### src/rtl/fetch_redirect_pkg.sv
// Shared opcode/funct encodings and FSM state type for the
// fetch redirect unit.
package fetch_redirect_pkg;

    localparam logic [5:0] OP_SPECIAL = 6'h00;
    localparam logic [5:0] OP_J       = 6'h02;
    localparam logic [5:0] OP_JAL     = 6'h03;
    localparam logic [5:0] OP_BEQ     = 6'h04;
    localparam logic [5:0] OP_BNE     = 6'h05;
    localparam logic [5:0] FN_JR      = 6'h08;

    localparam logic [31:0] HALT_INSN = 32'h0000_000C;
    localparam logic [15:0] CNT_MAX   = 16'hFFFF;

    typedef enum logic [1:0] {
        ST_RUN,
        ST_WAIT,
        ST_HALT
    } state_e;

endpackage

### src/rtl/fetch_redirect_decode.sv
// Combinational decode of the ID-stage instruction into
// jump/branch requests and their targets.
import fetch_redirect_pkg::*;

module redirect_decode (
    input  logic        valid,
    input  logic [31:0] ir,
    input  logic [31:0] pc,
    input  logic [31:0] rs_data,
    input  logic [31:0] rt_data,
    output logic        j,
    output logic        jal,
    output logic        jr,
    output logic        branch,
    output logic        needs_rs,
    output logic        halt_insn,
    output logic [31:0] jaddr,
    output logic [31:0] pc_branch
);

    logic [5:0] op;
    logic [5:0] fn;
    logic       beq;
    logic       bne;
    logic       same;

    assign op   = ir[31:26];
    assign fn   = ir[5:0];
    assign same = (rs_data == rt_data);

    assign j   = valid && (op == OP_J);
    assign jal = valid && (op == OP_JAL);
    assign jr  = valid && (op == OP_SPECIAL) && (fn == FN_JR);
    assign beq = valid && (op == OP_BEQ);
    assign bne = valid && (op == OP_BNE);

    assign branch    = (beq && same) || (bne && !same);
    assign needs_rs  = jr || beq || bne;
    assign halt_insn = valid && (ir == HALT_INSN);

    assign pc_branch = pc + {{16{ir[15]}}, ir[15:0]};

    always_comb begin
        jaddr = '0;
        unique case (1'b1)
            (j || jal): jaddr = {6'b0, ir[25:0]};
            jr:         jaddr = {2'b0, rs_data[31:2]};
            default:    ;
        endcase
    end

endmodule

### src/rtl/fetch_redirect.sv
// IF/ID latch, squash/stall control and redirect FSM; the
// redirect targets come from redirect_decode.
import fetch_redirect_pkg::*;

module fetch_redirect (
    input  logic        clk,
    input  logic        CLR_n,
    input  logic [31:0] IR_in,
    input  logic [31:0] PC_in,
    input  logic        bubble_in,
    input  logic [31:0] rs_data,
    input  logic [31:0] rt_data,
    input  logic        rs_ready,
    input  logic        stall_in,
    output logic [31:0] Jaddr,
    output logic [31:0] PC_branch,
    output logic        J,
    output logic        JAL,
    output logic        JR,
    output logic        Branch,
    output logic        PC_EN,
    output logic [31:0] IR_id,
    output logic [31:0] PC_id,
    output logic        valid_id,
    output logic        halted,
    output logic [15:0] redirect_cnt,
    output logic [15:0] stall_cnt
);

    state_e      state;
    logic [15:0] redirect_q;
    logic [15:0] stall_q;

    logic j_raw;
    logic jal_raw;
    logic jr_raw;
    logic br_raw;
    logic needs_rs;
    logic halt_insn;
    logic rs_wait;
    logic redirect;
    logic unused_bubble;

    // IF redirects are already squashed upstream; nothing to do here.
    assign unused_bubble = bubble_in;

    redirect_decode u_dec (
        .valid     (valid_id),
        .ir        (IR_id),
        .pc        (PC_id),
        .rs_data   (rs_data),
        .rt_data   (rt_data),
        .j         (j_raw),
        .jal       (jal_raw),
        .jr        (jr_raw),
        .branch    (br_raw),
        .needs_rs  (needs_rs),
        .halt_insn (halt_insn),
        .jaddr     (Jaddr),
        .pc_branch (PC_branch)
    );

    assign rs_wait = !rs_ready &&
                     ((state == ST_WAIT) ||
                      (state == ST_RUN && needs_rs));

    assign PC_EN = (state != ST_HALT) && !stall_in && !rs_wait;

    assign J        = PC_EN && j_raw;
    assign JAL      = PC_EN && jal_raw;
    assign JR       = PC_EN && jr_raw;
    assign Branch   = PC_EN && br_raw;
    assign redirect = J || JAL || JR || Branch;

    assign halted       = (state == ST_HALT);
    assign redirect_cnt = redirect_q;
    assign stall_cnt    = stall_q;

    always_ff @(posedge clk or negedge CLR_n) begin
        if (!CLR_n) begin
            state <= ST_RUN;
        end else begin
            unique case (state)
                ST_RUN: begin
                    if (needs_rs && !rs_ready)
                        state <= ST_WAIT;
                    else if (halt_insn)
                        state <= ST_HALT;
                end
                ST_WAIT: begin
                    if (rs_ready)
                        state <= ST_RUN;
                end
                ST_HALT: state <= ST_HALT;
                default: state <= ST_RUN;
            endcase
        end
    end

    always_ff @(posedge clk or negedge CLR_n) begin
        if (!CLR_n) begin
            IR_id    <= '0;
            PC_id    <= '0;
            valid_id <= 1'b0;
        end else if (PC_EN) begin
            if (redirect) begin
                IR_id    <= '0;
                PC_id    <= '0;
                valid_id <= 1'b0;
            end else begin
                IR_id    <= IR_in;
                PC_id    <= PC_in;
                valid_id <= 1'b1;
            end
        end
    end

    always_ff @(posedge clk or negedge CLR_n) begin
        if (!CLR_n) begin
            redirect_q <= '0;
            stall_q    <= '0;
        end else begin
            if (redirect && redirect_q != CNT_MAX)
                redirect_q <= redirect_q + 16'd1;
            if (!PC_EN && state != ST_HALT && stall_q != CNT_MAX)
                stall_q <= stall_q + 16'd1;
        end
    end

endmodule
### config.mk
export PLATFORM = sky130hd
export DESIGN_NAME = fetch_redirect
export DESIGN_NICKNAME = d
export VERILOG_FILES = /design/src/rtl/fetch_redirect_pkg.sv /design/src/rtl/fetch_redirect_decode.sv /design/src/rtl/fetch_redirect.sv
export SDC_FILE = /design/constraint.sdc
export NUM_CORES = 1
export LEC_CHECK = 0
export CAP_MARGIN = 20
export CORE_MARGIN = 5
export CORE_UTILIZATION = 30
export CTS_CLUSTER_DIAMETER = 30
export CTS_CLUSTER_SIZE = 40
export DETAILED_ROUTE_END_ITERATION = 12
export PLACE_DENSITY = 0.58
export SLEW_MARGIN = 20
export SYNTH_ARGS = -nofsm -noshare
export SYNTH_HDL_FRONTEND = slang
export SYNTH_SLANG_ARGS = --single-unit
### constraint.sdc
create_clock -name clk -period 4 [get_ports clk]
set_input_delay 0.8 -clock clk [delete_from_list [all_inputs] [get_ports clk]]
set_output_delay 0.8 -clock clk [all_outputs]
set_load 0.02 [all_outputs]
* After elaboration in Yosys (flattened, before gate mapping)
Cells that the tools add are included.
** Storage, ports and cells
- Register bits after elaboration :: 99
- Input bits :: 133
- Logic and storage cells :: 68
** Operators by class
- $add $sub $neg :: 3
- Eq/ne operators :: 14
- Mux-type cells :: 8
- Reduce and logical (&&, ||, !) cells :: 37
** Operators with widths (count)
- two-way mux 32 bit :: 2
- case mux 30 bit (2 select lines) :: 1
- adder 16 x 1 -> 16 bit, second input constant :: 2
- adder 32 bit :: 1
- == test 32 bit :: 1
- == test 32 x 4 -> 1 bit, second input constant :: 1
- != test 16 bit, second input constant :: 2
- logical AND 1 bit :: 21
- == test 6 x 2 -> 1 bit, second input constant :: 2
- == test 6 x 3 -> 1 bit, second input constant :: 2
- logical OR 1 bit :: 8
- == test 6 x 4 -> 1 bit, second input constant :: 1
- zero test 6 bit :: 1
- two-way mux 2 bit :: 3
- case mux 2 bit (3 select lines) :: 1
- zero test 1 bit :: 5
- != test 2 bit, second input constant :: 2
- != test 3 x 2 -> 1 bit, second input constant :: 1
- == test 2 x 1 -> 1 bit, second input constant :: 1
- == test 2 bit, second input constant :: 1
- zero test 2 bit :: 1
- AND reduction 2 bit :: 1
- two-way mux 1 bit :: 1

* Longest topological paths before layout
Gate-level depths: netlist of the first run.
- Depth after elaboration :: 15
- Mapped depth :: 11

* Cells and area by module
From an unflattened synthesis of the first run, not the netlist that was laid out.
** Unflattened totals
- Cells, all modules :: 759
- Area, all modules :: 6621.4 um^2
** Modules (own cells, without submodules)
- fetch_redirect :: times used 1, cells each 440, area an instance 4242.8 um^2, sequential area each 2477.4 um^2
- redirect_decode :: times used 1, cells each 319, area an instance 2378.5 um^2, sequential area each 0.0 um^2

* Worst setup path after synthesis of the first run
OpenSTA, ideal clock, no wires.
- Kind :: reg2out
- From :: reg IR_id[0]
- To :: out PC_branch[30]
- Data arrival time :: 2947 ps
- Setup slack :: 253 ps
- Stages on the path, launching flop included :: 12
- Buffers on the path :: 0
- Path through :: dfrtp_1 ha_1 inv_1 fa_1 nor2b_1 o31ai_2 a21oi_1 a31oi_1 o221ai_1 nand2_1 o211a_1 a211oi_1
** On the way
- Word-level cells in the longest chain between the ends :: 1
** Ends and longest elaborated chain
- start, declared :: line fetch_redirect.sv:22 : output logic [31:0] IR_id,
- start signal, assigned :: line fetch_redirect.sv:111 : IR_id <= IR_in;
- adder 32 bit :: line fetch_redirect_decode.sv:41 : assign pc_branch = pc + {{16{ir[15]}}, ir[15:0]};
- end, declared :: line fetch_redirect.sv:16 : output logic [31:0] PC_branch,
Every way passes these cells.

* Worst setup path after layout of the first run
- From :: reg IR_id[15]
- To :: out PC_branch[31]
The elaborated chain is that of the path after synthesis.

==> results_dict.tcl, run 1 <==
set metrics [dict create \
    p_leak_nw 4.578 \
    rsz0062_at_grt "true" \
    synth.cell_area_um2 6629 \
    clock_power_share_pct 21.8 \
    holdWs_ns 0.4931 \
    dp.final_hpwl_um 21220 \
    nNetsFinal 1266 \
    synth_cell_types 60 \
    vias_per_cell 5.039 \
    worst_pin_slew_ns 0.9216 \
    wl_per_cell_um 19.51 \
    totalWireLength_um 27000 \
    drc_errors 0 \
    max_slew_margin_pct 38.19 \
    ios 300 \
    ir_worst_vdd_mv 0.3028 \
    ys_warn_count 0 \
    cp_top_family "compound AO/OA/AOI/OAI gates" \
    cp-end-kind "primary output" \
    stdcell_count 1384 \
    fin_skew_ns 0.01120 \
    die_h_um 158.6 \
    firstDrtPassIters 4 \
    fillers 2140 \
    grt_pass1_vias 7080 \
    crit_buf_inv 3 \
    critPathRequiredTime_ns 3.20 \
    powerDensity_nw_per_um2 427.4 \
    critPathMaxFanout 7 \
    seq_area_um2 2479 \
    die-area_um2 25170 \
    io_buffers 296 \
    synthCells 758 \
    vias 6974 \
    critPathKind "reg -> out" \
    clock_path_buffers 2 \
    start_kind "register" \
    cts_tree "done" \
    multi_input_area_um2 4041 \
    cts_max_level 3 \
    clk_transition_reported_paths_ns 0.08 \
    fmax_mhz 252.9 \
    seqPwrFrac_pct 28.8 \
    hold_viol 0 \
    hold_class "reg -> reg" \
    p_sw_mw 1.824 \
    comb_power_share_pct 49.5 \
    root_buffer "clkbuf_16" \
    async_flop_share_pct 100.0 \
    status "finished, final reports clean" \
    start_util_pct 30.37 \
    gr-total-overflow 0 \
    synth-edff-count 0 \
    drt_iter0_markers 394 \
    finalSetupViolCount 0 \
    utilization_pct 49.08 \
    place_ws_ns -0.1388 \
    coreArea_um2 21820 \
    fin_crit_ns 3.954 \
    p_int_mw 2.754 \
    row_count 54 \
    crit_path_max_incr_delay_ns 0.51 \
    finalCritPeriodShare_pct 98.86 \
    grt_pass1_wl_um 40450 \
    drive_gt1_share_pct 11.68 \
    drv_cap 0 \
    crit_chain "buf_4, buf_4, ha_1, a21o_1, a21o_1, a31o_2, a21oi_1, a21oi_1, or4_1, and3_1, clkdlybuf4s15_2" \
    grt_max_degree 67 \
    gp_congestion 0.8774 \
    grt_usage_pct 20.74 \
    swShare_pct 39.84 \
    arrival_ns 3.15 \
    cts_inserted_buffers 9 \
    syn2layout_area_growth_pct 61.59 \
    fin_ws_ns 0.04563 \
    synth-seq-area-share_pct 37.37 \
    ys_seq_elements 99 \
    diodes 0 \
    insertion_delay_ns 0.36 \
    antenna_found_initial 2 \
    syn_avg_cell_area_um2 8.745 \
    cts_num_sinks 99 \
    synthFlopType "dfrtp_1" \
    setup_tns_ns 0 \
    die_w_um 158.6 \
    placed_cells 1366 \
    finalMaxSlewViolations 0 \
    critPathSlowestCell "dfrtp_2" \
    ant_nets 0 \
]
[synth_stat cells (all sizes together), types with 6 or more instances]
cell,number,area share [%]
nor4b,9,2.2
nand2,155,8.8
dfrtp,99,37
nand4,21,2.0
xnor2,60,7.9
a22o,27,3.6
ha,33,6.2
nor3,9,0.68
a21oi,35,2.6
a21o,12,1.4
and3,8,0.76
nor4,9,0.94
nor2,27,1.6
xor2,28,3.7
nor3b,6,0.68
buf,9,0.79
nand3,24,1.8
o21ai,75,5.7
and2,7,0.66
clkbuf,26,1.5
inv,13,0.74
[timing repair]
action                                  in CTS  in global routing
hold endpoints to repair                     0                  0
resized for setup                           42                 25
setup buffers                                0                  2
hold buffers                                 0                  0
cloned                                       0                  0
pin swaps                                    3                  7
endpoints found under the setup margin      17                 16
[through the flow]
step	power (mW)	cell area (µm²)
detailed placement	3.637	10310
global placement	3.622	10310
global route	4.851	10710
floorplan	2.434	6633
CTS	4.619	10680
finish	4.578	10710
[layer usage]
layer	vias up	part of all wire (%)	track usage (%)
li1	3369	-	-
met5	-	0.13	0
met3	30	7.8	4.811
met1	3325	43	27.79
met4	4	1.8	5.605
met2	246	47	33.72
[flip-flops by register name (all words and copies together), names as in the netlist]
| register | count |
|---|---|
| IR_id | 32 |
| PC_id | 32 |
| stall_cnt | 16 |
| state | 2 |
| valid_id | 1 |
| redirect_cnt | 16 |
[worst paths after layout]
check	from	end	slack, ns	cells after the start
worst max-delay path	IR_id[15]	PC_branch[31]	0.05	11
worst min-delay path	stall_cnt[6]	stall_cnt[6]	0.49	1
worst max register to register	IR_id[3]	redirect_cnt[1]	0.88	10
worst min register to register	stall_cnt[6]	stall_cnt[6]	0.49	1
max in group asynchronous	CLR_n	PC_id[19]	2.61	2
min in group asynchronous	CLR_n	stall_cnt[14]	0.56	1
[cells by family (layout without fill, tap and decap cells)]
family / Yosys count / in the layout / share of synthesized area (%)
multiplexers: 3 / 3 / 0.4907
buffers and inverters: 49 / 394 / 3.076
AND/OR/NAND/NOR: 295 / 295 / 22.29
flip-flops: 99 / 99 / 37.37
adder cells (fa/ha/maj): 34 / 34 / 6.531
XOR/XNOR: 88 / 88 / 11.63
other: 1 / 2 / 0.05657
AO/OA/AOI/OAI: 189 / 189 / 18.55
[layout by cell type, fill, tap and decap left out, drive strengths merged, types with 14 or more instances in the layout]
master         Yosys  final
inv               13     15
nand2            155    155
clkbuf            26     14
xnor2             60     60
o21ai             75     75
buf                9     72
ha                33     33
dfrtp             99     99
nand4             21     21
xor2              28     28
clkdlybuf4s50      0    273
nor2              27     27
a22o              27     27
nand3             24     24
a21oi             35     35
[area by class of cell]
class	count	share of cell area (%)
repair buffers	364	32.32
well taps	280	3.271
multi-input cells	611	37.73
clock inverters	6	0.8994
inverters	14	0.5023
flip-flops and latches	99	23.14
clock buffers	10	2.138
[power by group through the flow]
stage / clock network (mW) / registers, mW / logic [mW]
2_1_floorplan: 0 / 1.46 / 0.973
3_3_place_gp: 0 / 1.33 / 2.29
3_5_place_dp: 0 / 1.33 / 2.31
4_1_cts: 1.02 / 1.32 / 2.28
5_1_grt: 1.06 / 1.34 / 2.45
6_report: 0.998 / 1.32 / 2.26
Power figures use the tool's default switching activity.
==> run 2: changes to the inputs <==
--- a/config.mk
+++ b/config.mk
@@ -12,6 +12,7 @@
 export CTS_CLUSTER_SIZE = 40
 export DETAILED_ROUTE_END_ITERATION = 12
 export PLACE_DENSITY = 0.58
+export RECOVER_POWER = 100
 export SLEW_MARGIN = 20
 export SYNTH_ARGS = -nofsm -noshare
 export SYNTH_HDL_FRONTEND = slang
==> run 2 against run 1 <==
The run now ends with capacitance limit, slew limit left. Clock-buffer cell count did not move. Clock power fell by 0.6%. Register-to-register slack worse by 0.34 ns. Largest cell class unchanged. Highest routed layer unchanged.
==> results_dict.tcl, run 2 (synthesized netlist as in run 1, its figures left out) <==
set metrics [dict create \
    grt_pass1_wl_um 40450 \
    reg_top3 "IR_id (32), PC_id (32)" \
    crit_path_max_incr_delay_ns 0.51 \
    crit_buf_inv 3 \
    root_buffer "clkbuf_16" \
    coreArea_um2 21820 \
    totalWireLength_um 27000 \
    holdWs_ns 0.4887 \
    antenna_found_initial 4 \
    ir_worst_vdd_mv 0.2824 \
    insertion_delay_ns 0.35 \
    cp_top_family "compound AO/OA/AOI/OAI gates" \
    final_cell_mix "162 x clkdlybuf4s50_1, 155 x nand2_1, 111 x dlygate4sd3_1" \
    setup_tns_ns 0 \
    fillers 2157 \
    utilization_pct 48.52 \
    powerDensity_nw_per_um2 420.8 \
    crit_chain "buf_4, buf_4, ha_1, a21o_1, a21o_1, a31o_2, a21oi_1, a21oi_1, or4_1, and3_1, clkdlybuf4s15_2" \
    cts_num_sinks 99 \
    critPathRequiredTime_ns 3.20 \
    gr-total-overflow 0 \
    die_w_um 158.6 \
    drv_cap 1 \
    critPathKind "reg -> out" \
    diodes 0 \
    drc_errors 0 \
    holdBufCountCts 0 \
    critPathMaxFanout 7 \
    io_buffers 296 \
    worst_pin_slew_ns 1.762 \
    max_slew_margin_pct -17.48 \
    fin_skew_ns 0.009338 \
    wl_per_cell_um 19.51 \
    die-area_um2 25170 \
    firstDrtPassIters 5 \
    hold_class "reg -> reg" \
    arrival_ns 3.15 \
    grt_pass1_vias 7080 \
    clk_transition_reported_paths_ns 0.08 \
    layout_commonest_cell "clkdlybuf4s50_1" \
    die_h_um 158.6 \
    ant_nets 0 \
    p_leak_nw 4.650 \
    dp.final_hpwl_um 21220 \
    final_cell_area_um2 10590 \
    cts_inserted_buffers 9 \
    start_util_pct 30.37 \
    critPathSlowestCell "dfrtp_2" \
    grt_max_degree 67 \
    fmax_mhz 253.3 \
    cts_max_level 3 \
    gp_congestion 0.8774 \
    hold_viol 0 \
    rsz0062_at_grt "true" \
    place_area_um2 10310 \
    cts_tree "done" \
    drt_iter0_markers 383 \
    row_count 54 \
    violations "capacitance limit, slew limit" \
    finalMaxSlewViolations 67 \
    fin_crit_ns 3.949 \
    clock_path_buffers 2 \
    start_kind "register" \
    finalSetupViolCount 0 \
    cp-end-kind "primary output" \
    grt_usage_pct 20.74 \
    finalCritPeriodShare_pct 98.71 \
    drive_gt1_share_pct 10.69 \
    nNetsFinal 1266 \
    vias 6937 \
    ios 300 \
    vias_per_cell 5.012 \
    syn2layout_area_growth_pct 59.74 \
    status "finished with violations" \
]
[run 2: cell count changes in the layout (fill, tap and decap cells not counted), moves of 3 or more]
cell / before / now
buf_2: 1 / 4
buf_4: 70 / 60
clkbuf_1: 1 / 10
clkbuf_2: 4 / 7
clkdlybuf4s50_1: 273 / 162
dlygate4sd3_1: 0 / 111
dlymetal6s2s_1: 5 / 0
nor4b_1: 1 / 6
nor4b_2: 6 / 1
[run 2: final timing paths]
kind	slack [ns]	to	depth (start not counted)	startpoint
hold / removal	0.49	stall_cnt[6]	1	stall_cnt[6]
setup reg to reg	0.54	IR_id[14]	7	IR_id[31]
hold reg to reg	0.49	stall_cnt[6]	1	stall_cnt[6]
min in group asynchronous	0.91	stall_cnt[14]	1	CLR_n
setup / recovery	0.05	PC_branch[31]	11	IR_id[15]
max in group asynchronous	1.41	PC_id[19]	2	CLR_n
[run 2: final cells by class]
class | instances | area, µm² | share of cell area [%]
Clock buffer | 10 | 229.0 | 2.162
Multi-Input combinational cell | 611 | 4005 | 37.82
Inverter | 14 | 53.80 | 0.5081
Timing Repair Buffer | 364 | 3376 | 31.88
Sequential cell | 99 | 2479 | 23.41
Clock inverter | 6 | 96.34 | 0.9098
Tap cell | 280 | 350.3 | 3.309
[run 2: per-stage QoR]
stage / power, mW / cells / setup slack (ns)
CTS: 4.619 / 1382 / 0.002431
finish: 4.456 / 1384 / 0.05141
detailed placement: 3.637 / 1366 / -0.1388
global placement: 3.622 / 1366 / -0.07356
floorplan: 2.434 / 759 / 0.2530
global route: 4.735 / 1384 / -0.09927
[run 2: worst reg2reg max path, stage by stage (launching register included)]
cell and delay [ns]:
dfrtp_1 0.50, nor4b_4 0.37, nand2b_2 0.16, nor4_4 0.24
buf_2 0.53, a311o_1 0.65, clkbuf_4 0.62, o21ai_0 0.24
[run 2: report_power, final]
part           internal [mW]  switching (mW)
registers               1.13           0.177
logic                  0.957            1.20
clock network          0.558           0.435
[run 2: repair_timing]
action                                  CTS  global route
gates resized for setup                  42            25
endpoints found under the hold margin     0             0
buffers inserted                          0             2
endpoints found under the setup margin   17            16
pin swaps                                 3             7
[run 2: routing by layer]
layer  global-route usage (%)  wire length, µm  vias up  share of wire (%)
met4                    5.605              460        8                1.7
met5                        0               61        -               0.23
li1                         -                -     3368                  -
met2                    33.72            12820      237                 47
met1                    27.79            11740     3291                 43
met3                    4.811             1919       33                7.1
==> run 3: changes to the inputs <==
--- a/config.mk
+++ b/config.mk
@@ -11,6 +11,7 @@
 export CTS_CLUSTER_DIAMETER = 30
 export CTS_CLUSTER_SIZE = 40
 export DETAILED_ROUTE_END_ITERATION = 12
+export GPL_ROUTABILITY_DRIVEN = 1
 export PLACE_DENSITY = 0.58
 export RECOVER_POWER = 100
 export SLEW_MARGIN = 20
==> results of run 3 <==
The final DEF is identical to that of run 2; final timing and power are the same.
